## src/rtl/tristate_delay_pkg.sv

```systemverilog
// Shared types and defaults for the tri-state delay driver.
//   out_state_e : what the pad is doing (high-Z, driving 0, driving 1)
//   fsm_state_e : delay engine state (no pending change / change pending)
//   delay_of()  : maps a target pad state to its delay in clock cycles
package tristate_delay_pkg;

  typedef enum logic [1:0] {
    OUT_Z = 2'd0,
    OUT_0 = 2'd1,
    OUT_1 = 2'd2
  } out_state_e;

  typedef enum logic {
    ST_IDLE = 1'b0,
    ST_PEND = 1'b1
  } fsm_state_e;

  localparam int unsigned DEF_RISE_DLY = 4;
  localparam int unsigned DEF_FALL_DLY = 6;
  localparam int unsigned DEF_OFF_DLY  = 8;
  localparam int unsigned DEF_CNT_W    = 4;
  localparam int unsigned DEF_STAT_W   = 8;

  // Delay needed to reach state s. Reaching 1 is a rise, reaching 0 a fall,
  // and reaching Z a turn-off, regardless of the state we come from.
  function automatic int unsigned delay_of(
    input out_state_e  s,
    input int unsigned rise = DEF_RISE_DLY,
    input int unsigned fall = DEF_FALL_DLY,
    input int unsigned off  = DEF_OFF_DLY
  );
    case (s)
      OUT_1:   return rise;
      OUT_0:   return fall;
      default: return off;
    endcase
  endfunction

endpackage

```

## src/rtl/tristate_delay_driver_stat.sv

```systemverilog
// Event counter used for the driver statistics.
//   clk, rst_n : clock, asynchronous active-low reset (clears to 0)
//   inc_i      : count one event this cycle
//   cnt_o      : current count; wraps when SATURATE=0, holds at all-ones
//                when SATURATE=1
module stat_counter #(
  parameter int unsigned WIDTH    = 8,
  parameter bit          SATURATE = 1'b0
) (
  input  logic             clk,
  input  logic             rst_n,
  input  logic             inc_i,
  output logic [WIDTH-1:0] cnt_o
);

  logic [WIDTH-1:0] cnt_q;
  logic [WIDTH-1:0] cnt_d;
  logic             hold;

  assign hold = SATURATE && (&cnt_q);

  always_comb begin
    cnt_d = cnt_q;
    if (inc_i && !hold) begin
      cnt_d = cnt_q + WIDTH'(1);
    end
  end

  always_ff @(posedge clk or negedge rst_n) begin
    if (!rst_n) begin
      cnt_q <= '0;
    end else begin
      cnt_q <= cnt_d;
    end
  end

  assign cnt_o = cnt_q;

endmodule

```

## src/rtl/tristate_delay_driver.sv

```systemverilog
// Clocked inverting tri-state pad driver with separate rise / fall /
// turn-off delays and inertial glitch rejection.
//   clk, rst_n  : clock, asynchronous active-low reset
//   din         : data in; the driven level is ~din
//   ctrl_n      : active-low enable (0 = drive, 1 = Z)
//   pad_out     : driven level, 0 whenever pad_oe=0
//   pad_oe      : pad output enable (0 = Z)
//   busy        : a transition is pending
//   trans_cnt   : applied output transitions (wraps)
//   glitch_cnt  : cancelled or replaced pending transitions (saturates)
//   dbg_state   : delay engine state (0 = idle, 1 = pending)
//
// Handshake: there is none; din/ctrl_n are sampled on every rising edge and
// the outputs are plain registered levels.
module tristate_delay_driver
  import tristate_delay_pkg::*;
#(
  parameter int unsigned RISE_DLY = DEF_RISE_DLY,
  parameter int unsigned FALL_DLY = DEF_FALL_DLY,
  parameter int unsigned OFF_DLY  = DEF_OFF_DLY,
  parameter int unsigned CNT_W    = DEF_CNT_W,
  parameter int unsigned STAT_W   = DEF_STAT_W
) (
  input  logic              clk,
  input  logic              rst_n,
  input  logic              din,
  input  logic              ctrl_n,
  output logic              pad_out,
  output logic              pad_oe,
  output logic              busy,
  output logic [STAT_W-1:0] trans_cnt,
  output logic [STAT_W-1:0] glitch_cnt,
  output logic              dbg_state
);

  localparam int unsigned MAX_DLY = (1 << CNT_W) - 1;

  // A delay of 0 would need an apply on the sampling edge itself, and a
  // delay above MAX_DLY does not fit the counter.
  if (RISE_DLY < 1 || RISE_DLY > MAX_DLY) begin : g_bad_rise
    $error("RISE_DLY out of range 1..2^CNT_W-1");
  end
  if (FALL_DLY < 1 || FALL_DLY > MAX_DLY) begin : g_bad_fall
    $error("FALL_DLY out of range 1..2^CNT_W-1");
  end
  if (OFF_DLY < 1 || OFF_DLY > MAX_DLY) begin : g_bad_off
    $error("OFF_DLY out of range 1..2^CNT_W-1");
  end

  function automatic logic [CNT_W-1:0] dly_cnt(input out_state_e s);
    return CNT_W'(delay_of(s, RISE_DLY, FALL_DLY, OFF_DLY));
  endfunction

  out_state_e       target;
  out_state_e       cur_q,   cur_d;
  out_state_e       pend_q,  pend_d;
  fsm_state_e       state_q, state_d;
  logic [CNT_W-1:0] cnt_q,   cnt_d;
  logic             pad_oe_q, pad_out_q, busy_q;
  logic             trans_inc, glitch_inc;

  // Inverting driver: din=0 drives 1, din=1 drives 0.
  always_comb begin
    if (ctrl_n) begin
      target = OUT_Z;
    end else if (din) begin
      target = OUT_0;
    end else begin
      target = OUT_1;
    end
  end

  // Next-state rules. In PEND, a target that moves away from the pending
  // value is checked before the apply, so a change on the apply edge always
  // cancels or replaces instead of applying.
  always_comb begin
    cur_d      = cur_q;
    pend_d     = pend_q;
    cnt_d      = cnt_q;
    state_d    = state_q;
    trans_inc  = 1'b0;
    glitch_inc = 1'b0;
    case (state_q)
      ST_IDLE: begin
        if (target != cur_q) begin
          pend_d  = target;
          cnt_d   = dly_cnt(target);
          state_d = ST_PEND;
        end
      end
      ST_PEND: begin
        if (target == cur_q) begin
          // Input went back before the delay ran out: inertial rejection.
          state_d    = ST_IDLE;
          cnt_d      = '0;
          glitch_inc = 1'b1;
        end else if (target != pend_q) begin
          // New destination: restart from its full delay.
          pend_d     = target;
          cnt_d      = dly_cnt(target);
          glitch_inc = 1'b1;
        end else if (cnt_q == CNT_W'(1)) begin
          cur_d     = pend_q;
          state_d   = ST_IDLE;
          cnt_d     = '0;
          trans_inc = 1'b1;
        end else begin
          cnt_d = cnt_q - CNT_W'(1);
        end
      end
      default: begin
        state_d = ST_IDLE;
      end
    endcase
  end

  // Outputs are registered from the next value of cur so they change on the
  // same edge as cur itself.
  always_ff @(posedge clk or negedge rst_n) begin
    if (!rst_n) begin
      state_q   <= ST_IDLE;
      cur_q     <= OUT_Z;
      pend_q    <= OUT_Z;
      cnt_q     <= '0;
      pad_oe_q  <= 1'b0;
      pad_out_q <= 1'b0;
      busy_q    <= 1'b0;
    end else begin
      state_q   <= state_d;
      cur_q     <= cur_d;
      pend_q    <= pend_d;
      cnt_q     <= cnt_d;
      pad_oe_q  <= (cur_d != OUT_Z);
      pad_out_q <= (cur_d == OUT_1);
      busy_q    <= (state_d == ST_PEND);
    end
  end

  stat_counter #(
    .WIDTH   (STAT_W),
    .SATURATE(1'b0)
  ) u_trans_cnt (
    .clk  (clk),
    .rst_n(rst_n),
    .inc_i(trans_inc),
    .cnt_o(trans_cnt)
  );

  stat_counter #(
    .WIDTH   (STAT_W),
    .SATURATE(1'b1)
  ) u_glitch_cnt (
    .clk  (clk),
    .rst_n(rst_n),
    .inc_i(glitch_inc),
    .cnt_o(glitch_cnt)
  );

  assign pad_oe    = pad_oe_q;
  assign pad_out   = pad_out_q;
  assign busy      = busy_q;
  assign dbg_state = state_q;

endmodule

```

## config.mk

```make
export PLATFORM = sky130hd
export DESIGN_NAME = tristate_delay_driver
export DESIGN_NICKNAME = d
export VERILOG_FILES = /design/src/rtl/tristate_delay_pkg.sv /design/src/rtl/tristate_delay_driver_stat.sv /design/src/rtl/tristate_delay_driver.sv
export SDC_FILE = /design/constraint.sdc
export NUM_CORES = 1
export LEC_CHECK = 0
export CORE_ASPECT_RATIO = 0.7
export CORE_MARGIN = 2
export CORE_UTILIZATION = 50
export CTS_CLUSTER_DIAMETER = 50
export DETAILED_ROUTE_END_ITERATION = 8
export HOLD_SLACK_MARGIN = 0.02
export PLACE_DENSITY = 0.74
export SYNTH_ARGS = -nofsm -noshare
export SYNTH_HDL_FRONTEND = slang
export SYNTH_SLANG_ARGS = --single-unit
export TNS_END_PERCENT = 30
```

## constraint.sdc

```tcl
create_clock -name clk -period 2.7 [get_ports clk]
set_input_delay 0.405 -clock clk [delete_from_list [all_inputs] [get_ports clk]]
set_output_delay 0.405 -clock clk [all_outputs]
set_load 0.05 [all_outputs]
```

==> flow_summary_export.csv <==
group,metric,value,unit
run_status,status,"completed",
setup_path,max_stage_delay,0.66,ns
clock_tree,post-cts-setup-buffers,0,
worst_hold_path,hold_depth,1,
timing,setup_viol_count_final,0,
die,initial_core_util,0.529,
detailed_routing,vias,1195,
detailed_routing,first_pass_iters,4,
timing,fmax,0.431,GHz
worst_hold_path,min-delay-path-class,"register to register",
clock_tree,ctsLongestPathBuffers,2,
worst_hold_path,min_delay_worst_endpoint,"u_trans_cnt.cnt_o[7]",
synthesis,synth_seq_cells,27,
detailed_routing,wl,3310,um
setup_path,crit_arrival,2.48,ns
synthesis,ys_seq_area_frac,0.452,
placement,dp_cells,188,
timing,hold_viol,0,
global_routing,grt_pass1_vias,1106,
cells_and_area,drive_gt1_frac,0.128,
timing,clock_skew,0.00600,ns
setup_path,path_cells,"clkdlybuf4s50_1, nand4bb_1, nand3_1, nor3_2, mux2_2",
die,row_count,16,
clock_tree,worst_skew_pair.late_latency,0.27,ns
synthesis,netlist_instances,134,
synthesis,synth_cell_types,46,
die,dieArea,3450,um^2
setup_path,cp.required,2.86,ns
synthesis,avgSynthCellArea,11.1,um^2
timing,fin_crit,2.32,ns
clock_tree,cts.sink_count,27,
setup_path,crit_path_end_kind,"register",
cells_and_area,instances_no_fill,192,
global_routing,antenna_found_initial,0,
global_routing,grt_pass1_wl,5620,um
timing,setup-tns-final,0,ns
power_and_ir_drop,p_total,1860,uW
setup_path,slowest_stage,"clkdlybuf4s50_1",
die,core_area,2820,um^2
global_routing,grt_util_all_layers,0.206,
synthesis,yosysWarnings,0,
setup_path,cp_top_family,"simple AND/OR/NAND/NOR gates",
timing,worst_pin_slew,0.839,ns
die,io_pins,24,
worst_hold_path,min_from,"u_trans_cnt.cnt_o[7]",
global_routing,grt_max_degree,28,
clock_tree,cts_made_buffers,3,
clock_tree,ctsHoldBuffers,0,
detailed_routing,avgRoutedWirePerCell,17.3,um
clock_tree,cts_resized,0,
synthesis,synth-edff-count,0,
setup_path,worst-r2r-setup-slack,0.57,ns
setup_path,rr_endpoint,"cur_q[0]",
cells_and_area,synthToLayoutAreaGrowth,18.9,%
placement,gp_congestion,0.888,
synthesis,synth-main-ff-cell,"dfrtp_1",
clock_tree,cts_tree,"done",
cells_and_area,nets,165,
setup_path,worst-path-max-fanout,10,
clock_tree,htreeDepth,1,
setup_path,critPathLaunch,"ctrl_n",
clock_tree,clkTransAtPathRegs,0.09,ns
timing,fin_ws,0.379,ns
synthesis,synthArstFlopShare,1.00,
setup_path,start_kind,"primary input",
power_and_ir_drop,peakVddDrop,0.612,mV
timing,finalCritPeriodShare,0.860,
clock_tree,root_buffer,"clkbuf_8",
setup_path,path_class,"primary input to register",
timing,slew_violations,0,
setup_path,worstPathBufferInverterCount,1,
global_routing,grt_remaining_overflow,0,
die,die_x,69.3,um
detailed_routing,via_per_inst,6.22,
setup_path,r2r_start,"cnt_q[1]",
power_and_ir_drop,p_leak,0.000758,uW
detailed_routing,first_iter_violations,77,
synthesis,syn_area,1490,um^2
detailed_routing,drc,0,
run,max_cap_violations,0,
detailed_routing,postRouteAntennaNets,0,
die,die_h,49.7,um
placement,pre_cts_slack,0.123,ns
placement,portBuffers,23,
setup_path,reg2regPathDepth,5,
synthesis,syn_nets,142,
cells_and_area,antenna_cells,0,
placement,dp_hpwl,2350,um
cells_and_area,nFillCells,230,
power_and_ir_drop,pwr_density_cell,1050,nW/um^2
timing,rsz0062_at_grt,"no",
timing,maxSlewHeadroom,0.440,
[layer usage]
layer,vias up,routed length [um],share of wire,GRT usage
met5,-,0,0,0
met4,0,30,0.0091,0.0490
met3,4,200,0.060,0.0532
met2,48,1450,0.44,0.295
met1,601,1640,0.49,0.311
li1,542,-,-,-
[stage by stage]
step | cell area, um^2 | utilization | hold WS, ns
global route | 1780 | 0.629 | 0.510
global placement | 1730 | 0.613 | 0.465
detailed placement | 1730 | 0.613 | 0.468
floorplan | 1490 | - | 0.109
CTS | 1780 | 0.629 | 0.488
finish | 1780 | 0.629 | 0.482
[cell usage after synthesis, types with 2 or more instances]
cell | n | area [um^2]
dfrtp_1 | 27 | 676
xnor2_1 | 2 | 17.5
mux2_2 | 2 | 22.5
nand3_1 | 11 | 55.1
inv_1 | 5 | 18.8
nor3b_1 | 3 | 22.5
a211oi_1 | 2 | 15.0
buf_6 | 3 | 33.8
a211oi_2 | 4 | 50.1
xor2_1 | 12 | 105
nor2_1 | 3 | 11.3
nand2_1 | 7 | 26.3
o31ai_1 | 2 | 15.0
buf_2 | 3 | 15.0
a221o_1 | 2 | 20.0
nor4_1 | 6 | 37.5
nand4_1 | 5 | 31.3
ha_1 | 4 | 50.1
mux2i_1 | 3 | 30.0
and3_1 | 2 | 12.5
[report_power, final]
group	switching [uW]	internal, uW
Sequential	159	524
Clock	124	106
Combinational	613	338
Total	896	968
[how the worst max path moves through the flow]
stage,endpoint,slack [ns],cells past startpoint
6_report,cur_q[0],0.38,5
5_1_grt,cur_q[0],0.25,5
4_1_cts,cur_q[0],0.40,5
3_5_place_dp,u_trans_cnt.cnt_o[1],0.12,5
3_3_place_gp,u_glitch_cnt.cnt_o[1],0.21,5
2_1_floorplan,cur_q[0],0.72,6
[registers in the layout, summed over array words and instances (netlist names)]
register            count
u_trans_cnt.cnt_o       8
pend_q                  2
cur_q                   2
cnt_q                   4
u_glitch_cnt.cnt_o      8
pad_out                 1
busy                    1
pad_oe                  1
[final cells by class]
type / instances / area, um^2 / share of cell area
Tap cell: 36 / 45.0 / 0.0254
Clock buffer: 4 / 45.0 / 0.0254
Multi-Input combinational cell: 94 / 739 / 0.416
Sequential cell: 27 / 676 / 0.380
Timing Repair Buffer: 26 / 253 / 0.142
Inverter: 5 / 18.8 / 0.0106
[kinds of logic after synthesis]
family	synth area share
and+or+nand+nor	0.210
DFF	0.452
AOI/OAI and AO/OA	0.126
xor gates and xnor gates	0.0821
buffers and inverters	0.0528
muxes	0.0427
adders and majority gates	0.0335
[cells in the final DEF, fill, tap and decap left out, drive strengths merged, types with 2 or more instances in the layout]
master,netlist,routed
o31ai,3,3
inv,5,5
ha,4,4
nor3b,3,3
nor4,6,6
nand3,11,11
nor2,3,3
a21oi,2,2
and3,3,3
clkdlybuf4s50,0,23
buf,7,3
dfrtp,27,27
or3b,2,2
nand2,7,7
xnor2,2,2
xor2,12,12
clkbuf,1,4
a221o,2,2
a211oi,6,6
mux2i,3,3
nand4,5,5
nor3,2,2
mux2,3,3
[worst register-to-register path, stage by stage (launching register included)]
cell and delay, ns:
dfrtp_1 0.40, inv_1 0.12, ha_1 0.17, or3b_2 0.55, nor3_2 0.41, mux2_2 0.38
No activity file was read; power rests on OpenSTA's default activity.
